File: config.mk
export PLATFORM = sky130hd
export DESIGN_NAME = rv_id_stage
export DESIGN_NICKNAME = d
export VERILOG_FILES = /design/src/rtl/rv_id_stage_pkg.sv /design/src/rtl/rv_id_stage_regfile.sv /design/src/rtl/rv_id_stage.sv
export SDC_FILE = /design/constraint.sdc
export NUM_CORES = 2
export LEC_CHECK = 0
export ABC_AREA = 1
export CAP_MARGIN = 40
export CORE_AREA = 5 5 584 297
export CTS_CLUSTER_DIAMETER = 200
export DETAILED_ROUTE_END_ITERATION = 10
export DIE_AREA = 0 0 589 302
export PLACE_DENSITY_LB_ADDON = 0.3
export SKIP_CTS_REPAIR_TIMING = 1
export SKIP_LAST_GASP = 1
export SLEW_MARGIN = 20
export SYNTH_ARGS = -nofsm -noshare
export SYNTH_HDL_FRONTEND = slang
export SYNTH_SLANG_ARGS = --single-unit
File: constraint.sdc
create_clock -name i_id_clk -period 2.55 [get_ports i_id_clk]
set_clock_uncertainty 0.15 [all_clocks]
set_input_delay 0.3825 -clock i_id_clk [delete_from_list [all_inputs] [get_ports i_id_clk]]
set_output_delay 0.3825 -clock i_id_clk [all_outputs]
set_load 0.005 [all_outputs]
File: src/rtl/rv_id_stage_pkg.sv
// Shared RV32I decode constants: opcodes, ALU operation codes, writeback selects,
// and the decoded-control bundle passed from the ID decoder to the ID/EX register.
package rv_id_stage_pkg;

  localparam int XLEN = 32;

  localparam logic [6:0] OPC_LUI    = 7'b0110111;
  localparam logic [6:0] OPC_AUIPC  = 7'b0010111;
  localparam logic [6:0] OPC_JAL    = 7'b1101111;
  localparam logic [6:0] OPC_JALR   = 7'b1100111;
  localparam logic [6:0] OPC_BRANCH = 7'b1100011;
  localparam logic [6:0] OPC_LOAD   = 7'b0000011;
  localparam logic [6:0] OPC_STORE  = 7'b0100011;
  localparam logic [6:0] OPC_OP_IMM = 7'b0010011;
  localparam logic [6:0] OPC_OP     = 7'b0110011;
  localparam logic [6:0] OPC_FENCE  = 7'b0001111;

  localparam logic [6:0] F7_BASE = 7'b0000000;
  localparam logic [6:0] F7_ALT  = 7'b0100000;

  localparam logic [3:0] ALU_ADD    = 4'd0;
  localparam logic [3:0] ALU_SUB    = 4'd1;
  localparam logic [3:0] ALU_SLL    = 4'd2;
  localparam logic [3:0] ALU_SLT    = 4'd3;
  localparam logic [3:0] ALU_SLTU   = 4'd4;
  localparam logic [3:0] ALU_XOR    = 4'd5;
  localparam logic [3:0] ALU_SRL    = 4'd6;
  localparam logic [3:0] ALU_SRA    = 4'd7;
  localparam logic [3:0] ALU_OR     = 4'd8;
  localparam logic [3:0] ALU_AND    = 4'd9;
  localparam logic [3:0] ALU_PASS_B = 4'd10;

  localparam logic [1:0] WB_ALU = 2'd0;
  localparam logic [1:0] WB_MEM = 2'd1;
  localparam logic [1:0] WB_PC4 = 2'd2;

  typedef enum logic [2:0] {
    IMM_NONE,
    IMM_I,
    IMM_S,
    IMM_B,
    IMM_U,
    IMM_J
  } imm_fmt_e;

  typedef struct packed {
    logic [4:0] rs1;
    logic [4:0] rs2;
    logic [4:0] rd;
    imm_fmt_e   imm_fmt;
    logic [3:0] alu;
    logic       src_a;
    logic       src_b;
    logic [2:0] funct3;
    logic       reg_we;
    logic       mem_re;
    logic       mem_we;
    logic       branch;
    logic       jal;
    logic       jalr;
    logic [1:0] wb_sel;
    logic       illegal;
  } ctrl_t;

  // alt selects SUB/SRA; callers only pass it where funct7[5] is meaningful.
  function automatic logic [3:0] alu_from_funct3(input logic [2:0] funct3, input logic alt);
    logic [3:0] code;
    case (funct3)
      3'b000:  code = alt ? ALU_SUB : ALU_ADD;
      3'b001:  code = ALU_SLL;
      3'b010:  code = ALU_SLT;
      3'b011:  code = ALU_SLTU;
      3'b100:  code = ALU_XOR;
      3'b101:  code = alt ? ALU_SRA : ALU_SRL;
      3'b110:  code = ALU_OR;
      default: code = ALU_AND;
    endcase
    return code;
  endfunction

endpackage

File: src/rtl/rv_id_stage_regfile.sv
// 32-entry register file: two combinational read ports, one write port,
// x0 hardwired to zero and write-through bypass from the WB port.
module rv_regfile
  import rv_id_stage_pkg::*;
#(
  parameter int BW_DATA = XLEN
) (
  input  logic               i_rf_clk,
  input  logic               i_rf_rst,
  input  logic [4:0]         i_rf_rs1,
  input  logic [4:0]         i_rf_rs2,
  output logic [BW_DATA-1:0] o_rf_rs1_data,
  output logic [BW_DATA-1:0] o_rf_rs2_data,
  input  logic               i_rf_we,
  input  logic [4:0]         i_rf_rd,
  input  logic [BW_DATA-1:0] i_rf_wdata
);

  logic [BW_DATA-1:0] mem [32];

  always_ff @(posedge i_rf_clk) begin
    if (i_rf_rst) begin
      for (int i = 0; i < 32; i++) mem[i] <= '0;
    end else if (i_rf_we && (i_rf_rd != 5'd0)) begin
      mem[i_rf_rd] <= i_rf_wdata;
    end
  end

  always_comb begin
    o_rf_rs1_data = '0;
    if (i_rf_rs1 != 5'd0) begin
      o_rf_rs1_data = (i_rf_we && (i_rf_rd == i_rf_rs1)) ? i_rf_wdata : mem[i_rf_rs1];
    end
  end

  always_comb begin
    o_rf_rs2_data = '0;
    if (i_rf_rs2 != 5'd0) begin
      o_rf_rs2_data = (i_rf_we && (i_rf_rd == i_rf_rs2)) ? i_rf_wdata : mem[i_rf_rs2];
    end
  end

endmodule

File: src/rtl/rv_id_stage.sv
// RV32I decode stage: instruction decode, immediate generation, register read
// and the ID/EX pipeline register with bubble insertion on stall/flush.
module rv_id_stage
  import rv_id_stage_pkg::*;
#(
  parameter int BW_DATA = XLEN
) (
  input  logic               i_id_clk,
  input  logic               i_id_rst,
  input  logic               i_id_flush,
  input  logic               i_id_stall,
  input  logic [BW_DATA-1:0] i_id_pc,
  input  logic [31:0]        i_id_instr,
  input  logic               i_id_wb_we,
  input  logic [4:0]         i_id_wb_rd,
  input  logic [BW_DATA-1:0] i_id_wb_data,
  output logic [4:0]         o_id_rs1,
  output logic [4:0]         o_id_rs2,
  output logic [BW_DATA-1:0] o_id_ex_pc,
  output logic [BW_DATA-1:0] o_id_ex_rs1_data,
  output logic [BW_DATA-1:0] o_id_ex_rs2_data,
  output logic [BW_DATA-1:0] o_id_ex_imm,
  output logic [4:0]         o_id_ex_rs1,
  output logic [4:0]         o_id_ex_rs2,
  output logic [4:0]         o_id_ex_rd,
  output logic [3:0]         o_id_ex_alu_ctrl,
  output logic               o_id_ex_alu_src_a,
  output logic               o_id_ex_alu_src_b,
  output logic [2:0]         o_id_ex_funct3,
  output logic               o_id_ex_reg_we,
  output logic               o_id_ex_mem_re,
  output logic               o_id_ex_mem_we,
  output logic               o_id_ex_branch,
  output logic               o_id_ex_jal,
  output logic               o_id_ex_jalr,
  output logic [1:0]         o_id_ex_wb_sel,
  output logic               o_id_ex_illegal
);

  logic [6:0] opcode;
  logic [2:0] funct3;
  logic [6:0] funct7;
  ctrl_t      dec;
  logic       dec_ok;
  logic [31:0]        imm32;
  logic [BW_DATA-1:0] imm;
  logic [BW_DATA-1:0] rs1_data;
  logic [BW_DATA-1:0] rs2_data;
  logic               kill;

  assign opcode = i_id_instr[6:0];
  assign funct3 = i_id_instr[14:12];
  assign funct7 = i_id_instr[31:25];

  always_comb begin
    dec    = '0;
    dec_ok = 1'b1;
    case (opcode)
      OPC_LUI: begin
        dec.rd = i_id_instr[11:7]; dec.imm_fmt = IMM_U; dec.alu = ALU_PASS_B;
        dec.src_b = 1'b1; dec.reg_we = 1'b1;
      end
      OPC_AUIPC: begin
        dec.rd = i_id_instr[11:7]; dec.imm_fmt = IMM_U; dec.alu = ALU_ADD;
        dec.src_a = 1'b1; dec.src_b = 1'b1; dec.reg_we = 1'b1;
      end
      OPC_JAL: begin
        dec.rd = i_id_instr[11:7]; dec.imm_fmt = IMM_J; dec.alu = ALU_ADD;
        dec.src_a = 1'b1; dec.src_b = 1'b1; dec.jal = 1'b1;
        dec.reg_we = 1'b1; dec.wb_sel = WB_PC4;
      end
      OPC_JALR: begin
        dec_ok = (funct3 == 3'b000);
        dec.rs1 = i_id_instr[19:15]; dec.rd = i_id_instr[11:7]; dec.imm_fmt = IMM_I;
        dec.alu = ALU_ADD; dec.src_b = 1'b1; dec.jalr = 1'b1;
        dec.reg_we = 1'b1; dec.wb_sel = WB_PC4;
      end
      OPC_BRANCH: begin
        dec_ok = (funct3 != 3'b010) && (funct3 != 3'b011);
        dec.rs1 = i_id_instr[19:15]; dec.rs2 = i_id_instr[24:20]; dec.imm_fmt = IMM_B;
        dec.alu = ALU_SUB; dec.branch = 1'b1; dec.funct3 = funct3;
      end
      OPC_LOAD: begin
        dec_ok = (funct3 != 3'b011) && (funct3 != 3'b110) && (funct3 != 3'b111);
        dec.rs1 = i_id_instr[19:15]; dec.rd = i_id_instr[11:7]; dec.imm_fmt = IMM_I;
        dec.alu = ALU_ADD; dec.src_b = 1'b1; dec.mem_re = 1'b1;
        dec.reg_we = 1'b1; dec.wb_sel = WB_MEM; dec.funct3 = funct3;
      end
      OPC_STORE: begin
        dec_ok = (funct3[2] == 1'b0) && (funct3 != 3'b011);
        dec.rs1 = i_id_instr[19:15]; dec.rs2 = i_id_instr[24:20]; dec.imm_fmt = IMM_S;
        dec.alu = ALU_ADD; dec.src_b = 1'b1; dec.mem_we = 1'b1; dec.funct3 = funct3;
      end
      OPC_OP_IMM: begin
        // Only shifts carry funct7; for ADDI etc. bit 30 is ordinary immediate.
        if (funct3 == 3'b001) dec_ok = (funct7 == F7_BASE);
        else if (funct3 == 3'b101) dec_ok = (funct7 == F7_BASE) || (funct7 == F7_ALT);
        dec.rs1 = i_id_instr[19:15]; dec.rd = i_id_instr[11:7]; dec.imm_fmt = IMM_I;
        dec.alu = alu_from_funct3(funct3, (funct3 == 3'b101) && funct7[5]);
        dec.src_b = 1'b1; dec.reg_we = 1'b1;
      end
      OPC_OP: begin
        dec_ok = (funct7 == F7_BASE) ||
                 ((funct7 == F7_ALT) && ((funct3 == 3'b000) || (funct3 == 3'b101)));
        dec.rs1 = i_id_instr[19:15]; dec.rs2 = i_id_instr[24:20]; dec.rd = i_id_instr[11:7];
        dec.alu = alu_from_funct3(funct3, funct7[5]); dec.reg_we = 1'b1;
      end
      OPC_FENCE: ;
      default: dec_ok = 1'b0;
    endcase
    // The all-zero word is a fetch bubble, not an illegal instruction.
    if (!dec_ok) begin
      dec         = '0;
      dec.illegal = |i_id_instr;
    end
  end

  always_comb begin
    imm32 = 32'd0;
    case (dec.imm_fmt)
      IMM_I:   imm32 = {{20{i_id_instr[31]}}, i_id_instr[31:20]};
      IMM_S:   imm32 = {{20{i_id_instr[31]}}, i_id_instr[31:25], i_id_instr[11:7]};
      IMM_B:   imm32 = {{19{i_id_instr[31]}}, i_id_instr[31], i_id_instr[7],
                        i_id_instr[30:25], i_id_instr[11:8], 1'b0};
      IMM_U:   imm32 = {i_id_instr[31:12], 12'd0};
      IMM_J:   imm32 = {{11{i_id_instr[31]}}, i_id_instr[31], i_id_instr[19:12],
                        i_id_instr[20], i_id_instr[30:21], 1'b0};
      default: imm32 = 32'd0;
    endcase
  end

  assign imm      = BW_DATA'($signed(imm32));
  assign o_id_rs1 = dec.rs1;
  assign o_id_rs2 = dec.rs2;

  rv_regfile #(.BW_DATA(BW_DATA)) u_regfile (
    .i_rf_clk      (i_id_clk),
    .i_rf_rst      (i_id_rst),
    .i_rf_rs1      (dec.rs1),
    .i_rf_rs2      (dec.rs2),
    .o_rf_rs1_data (rs1_data),
    .o_rf_rs2_data (rs2_data),
    .i_rf_we       (i_id_wb_we),
    .i_rf_rd       (i_id_wb_rd),
    .i_rf_wdata    (i_id_wb_data)
  );

  assign kill = i_id_rst || i_id_flush || i_id_stall;

  always_ff @(posedge i_id_clk) begin
    if (kill) begin
      o_id_ex_pc        <= '0;
      o_id_ex_rs1_data  <= '0;
      o_id_ex_rs2_data  <= '0;
      o_id_ex_imm       <= '0;
      o_id_ex_rs1       <= '0;
      o_id_ex_rs2       <= '0;
      o_id_ex_rd        <= '0;
      o_id_ex_alu_ctrl  <= '0;
      o_id_ex_alu_src_a <= 1'b0;
      o_id_ex_alu_src_b <= 1'b0;
      o_id_ex_funct3    <= '0;
      o_id_ex_reg_we    <= 1'b0;
      o_id_ex_mem_re    <= 1'b0;
      o_id_ex_mem_we    <= 1'b0;
      o_id_ex_branch    <= 1'b0;
      o_id_ex_jal       <= 1'b0;
      o_id_ex_jalr      <= 1'b0;
      o_id_ex_wb_sel    <= '0;
      o_id_ex_illegal   <= 1'b0;
    end else begin
      // PC travels with illegal/FENCE words so a trap can report it; bubbles carry 0.
      o_id_ex_pc        <= (|i_id_instr) ? i_id_pc : '0;
      o_id_ex_rs1_data  <= rs1_data;
      o_id_ex_rs2_data  <= rs2_data;
      o_id_ex_imm       <= imm;
      o_id_ex_rs1       <= dec.rs1;
      o_id_ex_rs2       <= dec.rs2;
      o_id_ex_rd        <= dec.rd;
      o_id_ex_alu_ctrl  <= dec.alu;
      o_id_ex_alu_src_a <= dec.src_a;
      o_id_ex_alu_src_b <= dec.src_b;
      o_id_ex_funct3    <= dec.funct3;
      o_id_ex_reg_we    <= dec.reg_we;
      o_id_ex_mem_re    <= dec.mem_re;
      o_id_ex_mem_we    <= dec.mem_we;
      o_id_ex_branch    <= dec.branch;
      o_id_ex_jal       <= dec.jal;
      o_id_ex_jalr      <= dec.jalr;
      o_id_ex_wb_sel    <= dec.wb_sel;
      o_id_ex_illegal   <= dec.illegal;
    end
  end

endmodule

==> Yosys cells after proc, flatten, opt, wreduce, memory -nomap -nowiden <==
Memories as Yosys holds them, arrays and structs flattened. A register that Yosys moved wholly into a read port is not among the register bits.
Cells that the tools add are included.
{ "word_totals": {"mem_count": 1, "out_inout_bits": 171, "register_bits": 97, "input_bits": 106, "wordCells": 121, "mem_bits_rw": 1024} }
{ "memory_table": {"columns": ["memory", "depth", "width", "rd", "rd_clocked_by_memory_dff", "write_ports", "line", "source"], "rows": [
  ["u_regfile.mem", 32, 32, 2, 2, 32, "rv_id_stage_regfile.sv:19", "logic [BW_DATA-1:0] mem [32];"]
]} }
{ "classes": {"bitwise_logic": 7, "n_reduce_logical": 36, "n_eq_ne": 26, "n_mux": 34} }
{ "op_table": {"columns": ["cell", "n"], "rows": [
  ["32-bit one-hot mux with 5 select lines", 1],
  ["32-bit OR reduction", 2],
  ["4-bit one-hot mux with 7 select lines", 2],
  ["36-bit 2-to-1 mux", 1],
  ["32-bit 2-to-1 mux", 1],
  ["7-bit by 6-bit == test with 1-bit output, second input constant", 4],
  ["7-bit == test, second input constant", 3],
  ["1-bit 2-to-1 mux", 20],
  ["5-bit 2-to-1 mux", 4],
  ["4-bit one-hot mux with 4 select lines", 1],
  ["2-bit OR reduction", 8],
  ["3-bit == test, second input constant", 5],
  ["3-bit one-hot mux with 5 select lines", 1],
  ["5-bit nonzero test", 3],
  ["3-bit OR reduction", 5],
  ["7-bit by 5-bit == test with 1-bit output, second input constant", 2],
  ["7-bit OR reduction", 2],
  ["3-bit by 2-bit == test with 1-bit output, second input constant", 4],
  ["7-bit by 2-bit == test with 1-bit output, second input constant", 1],
  ["7-bit by 4-bit == test with 1-bit output, second input constant", 1],
  ["1-bit logical AND", 7],
  ["7-bit logical NOT", 1],
  ["1-bit inverter", 7],
  ["1-bit one-hot mux with 7 select lines", 1],
  ["9 further kinds", 16]
]} }

==> Logic depth before layout (Yosys ltp) <==
{ "depth": {"ltp_word": 9, "depth_mapped": 21, "depth_no_buf": 18} }

==> Modules after synthesis <==
From an unflattened synthesis, not the netlist that was laid out.
{ "hier_totals": {"cells_unflattened": 8061, "area_unflattened_um2": 63694.8} }
{ "modules_own_cells": {"columns": ["mod", "area_each_um2", "cells_per_inst", "n_inst"], "rows": [
  ["rv_regfile", 58333.4, 7432, 1],
  ["rv_id_stage", 5361.4, 629, 1]
]} }

==> Worst setup path before layout <==
OpenSTA, ideal clock, no wires.
{ "synth_timing": {"kind": "input to register", "from": "input i_id_wb_rd[3]", "to": "memory u_regfile.mem[12][0] in the netlist's numbering (enable)", "n_path_buf": 2, "setup_ns": 0.478, "slack_ns": -0.245, "required_time_ns": 1.922, "stages": 10, "t_arrival_ns": 2.167, "cell_sequence": "clkbuf_1 > nor3_1 > nand2_1 > nand2_1 > inv_1 > nand2_1 > inv_1 > nand2_1 > clkbuf_1 > nand2_1"} }
{ "synth_rtl": {"columns": ["item", "line", "source"], "rows": [
  ["from (decl)", "rv_id_stage.sv:15", "input logic [4:0] i_id_wb_rd,"],
  ["to (decl)", "rv_id_stage_regfile.sv:19", null]
]} }

==> Final worst setup path <==
{ "layout_timing": {"from": "input i_id_instr[5]", "to": "register o_id_ex_rs1_data[15], read port of u_regfile.mem"} }
{ "layout_between": {"elab_chain_len": 7, "word_cells_on_any_way": 18, "cone_classes": "eq/ne: 10; mux: 3; bitwise: 1; reduce/logical: 4"} }
{ "layout_rtl": {"columns": ["item", "line", "source"], "rows": [
  ["from (decl)", "rv_id_stage.sv:13", "input logic [31:0] i_id_instr,"],
  ["7-bit by 6-bit == test with 1-bit output, or another cell as far along", "rv_id_stage.sv:58", "case (opcode)"],
  ["4-bit OR reduction (no source line) / 6-bit OR reduction (equally long branches)", null, null],
  ["1-bit one-hot mux with 7 select lines / 5-bit 2-to-1 mux (equally long branches)", "rv_id_stage.sv:58", null],
  ["36-bit 2-to-1 mux (*)", "rv_id_stage.sv:112", "if (!dec_ok) begin"],
  ["5-bit nonzero test", "rv_id_stage_regfile.sv:31", "if (i_rf_rs1 != 5'd0) begin"],
  ["1-bit inverter (no source line)", null, null],
  ["2-bit OR reduction (no source line)", null, null],
  ["to (decl)", "rv_id_stage.sv:20", "output logic [BW_DATA-1:0] o_id_ex_rs1_data,"]
]} }
Mark *: on every way between the ends. The rest lies on a longest branch, timed or not.
A chain may end at the register's enable or synchronous reset.

==> flow_summary.toml <==
[worst_setup_path]
cp_slowest_cell = "a21oi_4"
required_ns = 3.06
reg2regPathDepth = 12
path_max_fanout = 9
crit_arrival_ns = 3.16
end_kind = "register"
start_kind = "input pin"
worstPathCellList = "clkbuf_2 -> inv_2 -> nand3_4 -> inv_1 -> nand2_2 -> nand3_4 -> nor2_4 -> nand4_4 -> buf_12 -> buf_4 -> nand3_4 -> buf_8 -> buf_16 -> buf_12 -> buf_4 -> nand3_1 -> nand3_1 -> nand3_1 -> nand2_1 -> nand2_4 -> a21oi_4"
cpPeakStageDelay_ns = 0.22
crit_type = "input pin to register"

[floorplanning]
die_width_microns = 589
fp-row-count = 107
initial_utilization_pct = 39.7
die_y_microns = 302
die_area_sq_um = 178000
ioPinCount = 277
core_sq_um = 168000

[global_route]
antenna_found_initial = 2
grt_use_total_pct = 30.5
grt_pass1_wl_microns = 408000
grt_pass1_vias = 61596
grt_max_degree = 73
gr-total-overflow = 0

[placement]
place_ws_ns = -1.51
place_inst = 11444
placed_area_sq_um = 78200
io_buffers = 276
finalWeightedCongestion = 0.991
hpwlAfterDp_microns = 190000

[final_layout]
drive_above_1_share_pct = 15.7
fin_nets = 9640
syn_to_final_growth_pct = 30.4
final_area_sq_um = 87100
final_core_util_pct = 51.7
fillerInstances = 15487
final_cells = 11865

[sta]
timing.max_slew.rel_slack_pct = 49.4
drv_slew = 0
setup_viol = 20
hold_viol = 0
fmax_ghz = 0.377
tightest_slew_ns = 0.759
fin_hold_ws_ns = 0.00228
period_share_pct = 104
post-route-min-period_ns = 2.65
rsz0062_at_grt = "yes"
setup_ws_ns = -0.103

[detailed_routing]
via_per_inst = 5.81
dr_total_vias = 68944
drc = 0
routed_wl_microns = 302000
firstDrtPassIters = 8
drt-initial-drc-count = 12484
post_drt_wl_per_cell_microns = 25.5
antenna_left = 0

[cts]
clk_pin_slew_ns = 0.07
numCtsBuffers = 112
clkLatencyLatePin_ns = 0.75
cts_tree = "built"
htree_levels = 3
clock-sinks = 1185
clockRootBuffer = "clkbuf_16"
clk_path_buf_depth = 3

[yosys]
ys.flop_type = "edfxtp_1"
synthTopCellsByCount = "2308 x nand3_1, 1925 x nand2_1, 1203 x nor2_1"
synth.cell_area_sq_um = 66800
synth-seq-area-share_pct = 50.9
yosys.area.top_type = "edfxtp_1"
yosysWarnings = 0
synth_edf_count = 1024
synthDistinctLibCells = 40
synthCells = 8878
async_reset_ff_share_pct = 0
synth_area_leaders = "edfxtp_1 46%, nand3_1 17%, nand2_1 11%, nor2_1 6.8%, inv_1 6.4%"
yosysMostFrequentCell = "nand3_1"
syn_area_per_cell_sq_um = 7.52
synth_top_area_share_pct = 46.0
synth.ff_latch_count = 1185

[pwr]
p_per_area_nw_per_um2 = 517
peakVddDrop_mv = 0.611
p_leak_nw = 39.1

[worst_hold_path]
hp-class = "input pin to register"
hold_depth = 3

[status]
status = "finished, violations left"
violations = "setup timing"

[job]
maxCapViolations = 0
[stage by stage]
stage | setup TNS (ns) | power [W]
2_1_floorplan | -38.53 | 0.0247
3_3_place_gp | -145.39 | 0.0267
3_5_place_dp | -149.87 | 0.0267
4_1_cts | -41.75 | 0.0447
5_1_grt | -3.57 | 0.0463
6_report | -0.771 | 0.0450
[cell type report]
type	instances	area (sq um)	area share, %
Timing Repair Buffer	1251	15200	17.4
Multi-Input combinational cell	5823	26800	30.8
Clock buffer	137	3030	3.48
Clock inverter	72	807	0.927
Tap cell	2234	2800	3.21
Sequential cell	1185	34000	39.0
Antenna cell	2	5.00	0.00575
Inverter	1161	4440	5.10
[flip-flops by register name (all words and copies together), names as in the netlist, 2 cells and up]
register and count:
o_id_ex_rs1_data 32, o_id_ex_pc 32, o_id_ex_rd 5, o_id_ex_rs2_data 32, u_regfile.mem 1024, o_id_ex_rs1 5, o_id_ex_funct3 3, o_id_ex_alu_ctrl 4
o_id_ex_rs2 5, o_id_ex_imm 32, o_id_ex_wb_sel 2
[cells in the final DEF (no fill, tap or decap), types with 44 or more instances in the layout]
| cell | instances |
|---|---|
| a21oi_1 | 173 |
| buf_12 | 227 |
| buf_4 | 553 |
| buf_6 | 64 |
| clkbuf_16 | 178 |
| clkdlybuf4s50_1 | 248 |
| dfxtp_1 | 161 |
| edfxtp_1 | 1024 |
| inv_1 | 1134 |
| nand2_1 | 1806 |
| nand2_2 | 104 |
| nand3_1 | 2216 |
| nand3_2 | 84 |
| nor2_1 | 1154 |
| o21ai_0 | 44 |
[worst paths after layout]
| kind | startpoint | endpoint | slack, ns |
|---|---|---|---|
| max | i_id_instr[5] | o_id_ex_rs1_data[15] | -0.10 |
| min | i_id_pc[9] | o_id_ex_pc[9] | 0.002 |
| max reg2reg | u_regfile.mem[1][3] | o_id_ex_rs1_data[3] | 0.79 |
| min reg2reg | u_regfile.mem[10][18] | o_id_ex_rs1_data[18] | 0.72 |
[layer usage]
metal | GRT usage, % | vias up | part of all wire (%)
li1 | - | 29990 | -
met1 | 44.9 | 32295 | 39
met3 | 8.95 | 852 | 17
met5 | 0 | - | 0
met4 | 11.4 | 0 | 4.5
met2 | 42.0 | 5807 | 39
[cell families (layout without fill, tap and decap cells)]
logic type,Yosys count,count (layout),synth area share (%)
AOI/OAI and AO/OA,291,291,2.25
xor gates and xnor gates,2,2,0.0262
buffers and inverters,1901,2621,11.3
DFF,1185,1185,50.9
other,1,34,0.00562
and+or+nand+nor,5498,5498,35.5
[report_power, final]
group	internal (W)	switching [W]
sequential	0.0219	0.000270
clock	0.0100	0.00827
combinational	0.00151	0.00305
[worst max-delay path, delay by kind of cell]
kind                   cells  cell delay, ns
buffers and inverters      9            1.26
AND/OR/NAND/NOR           11            1.25
AO/OA/AOI/OAI              1            0.22
No activity file was read; power rests on OpenSTA's default activity.
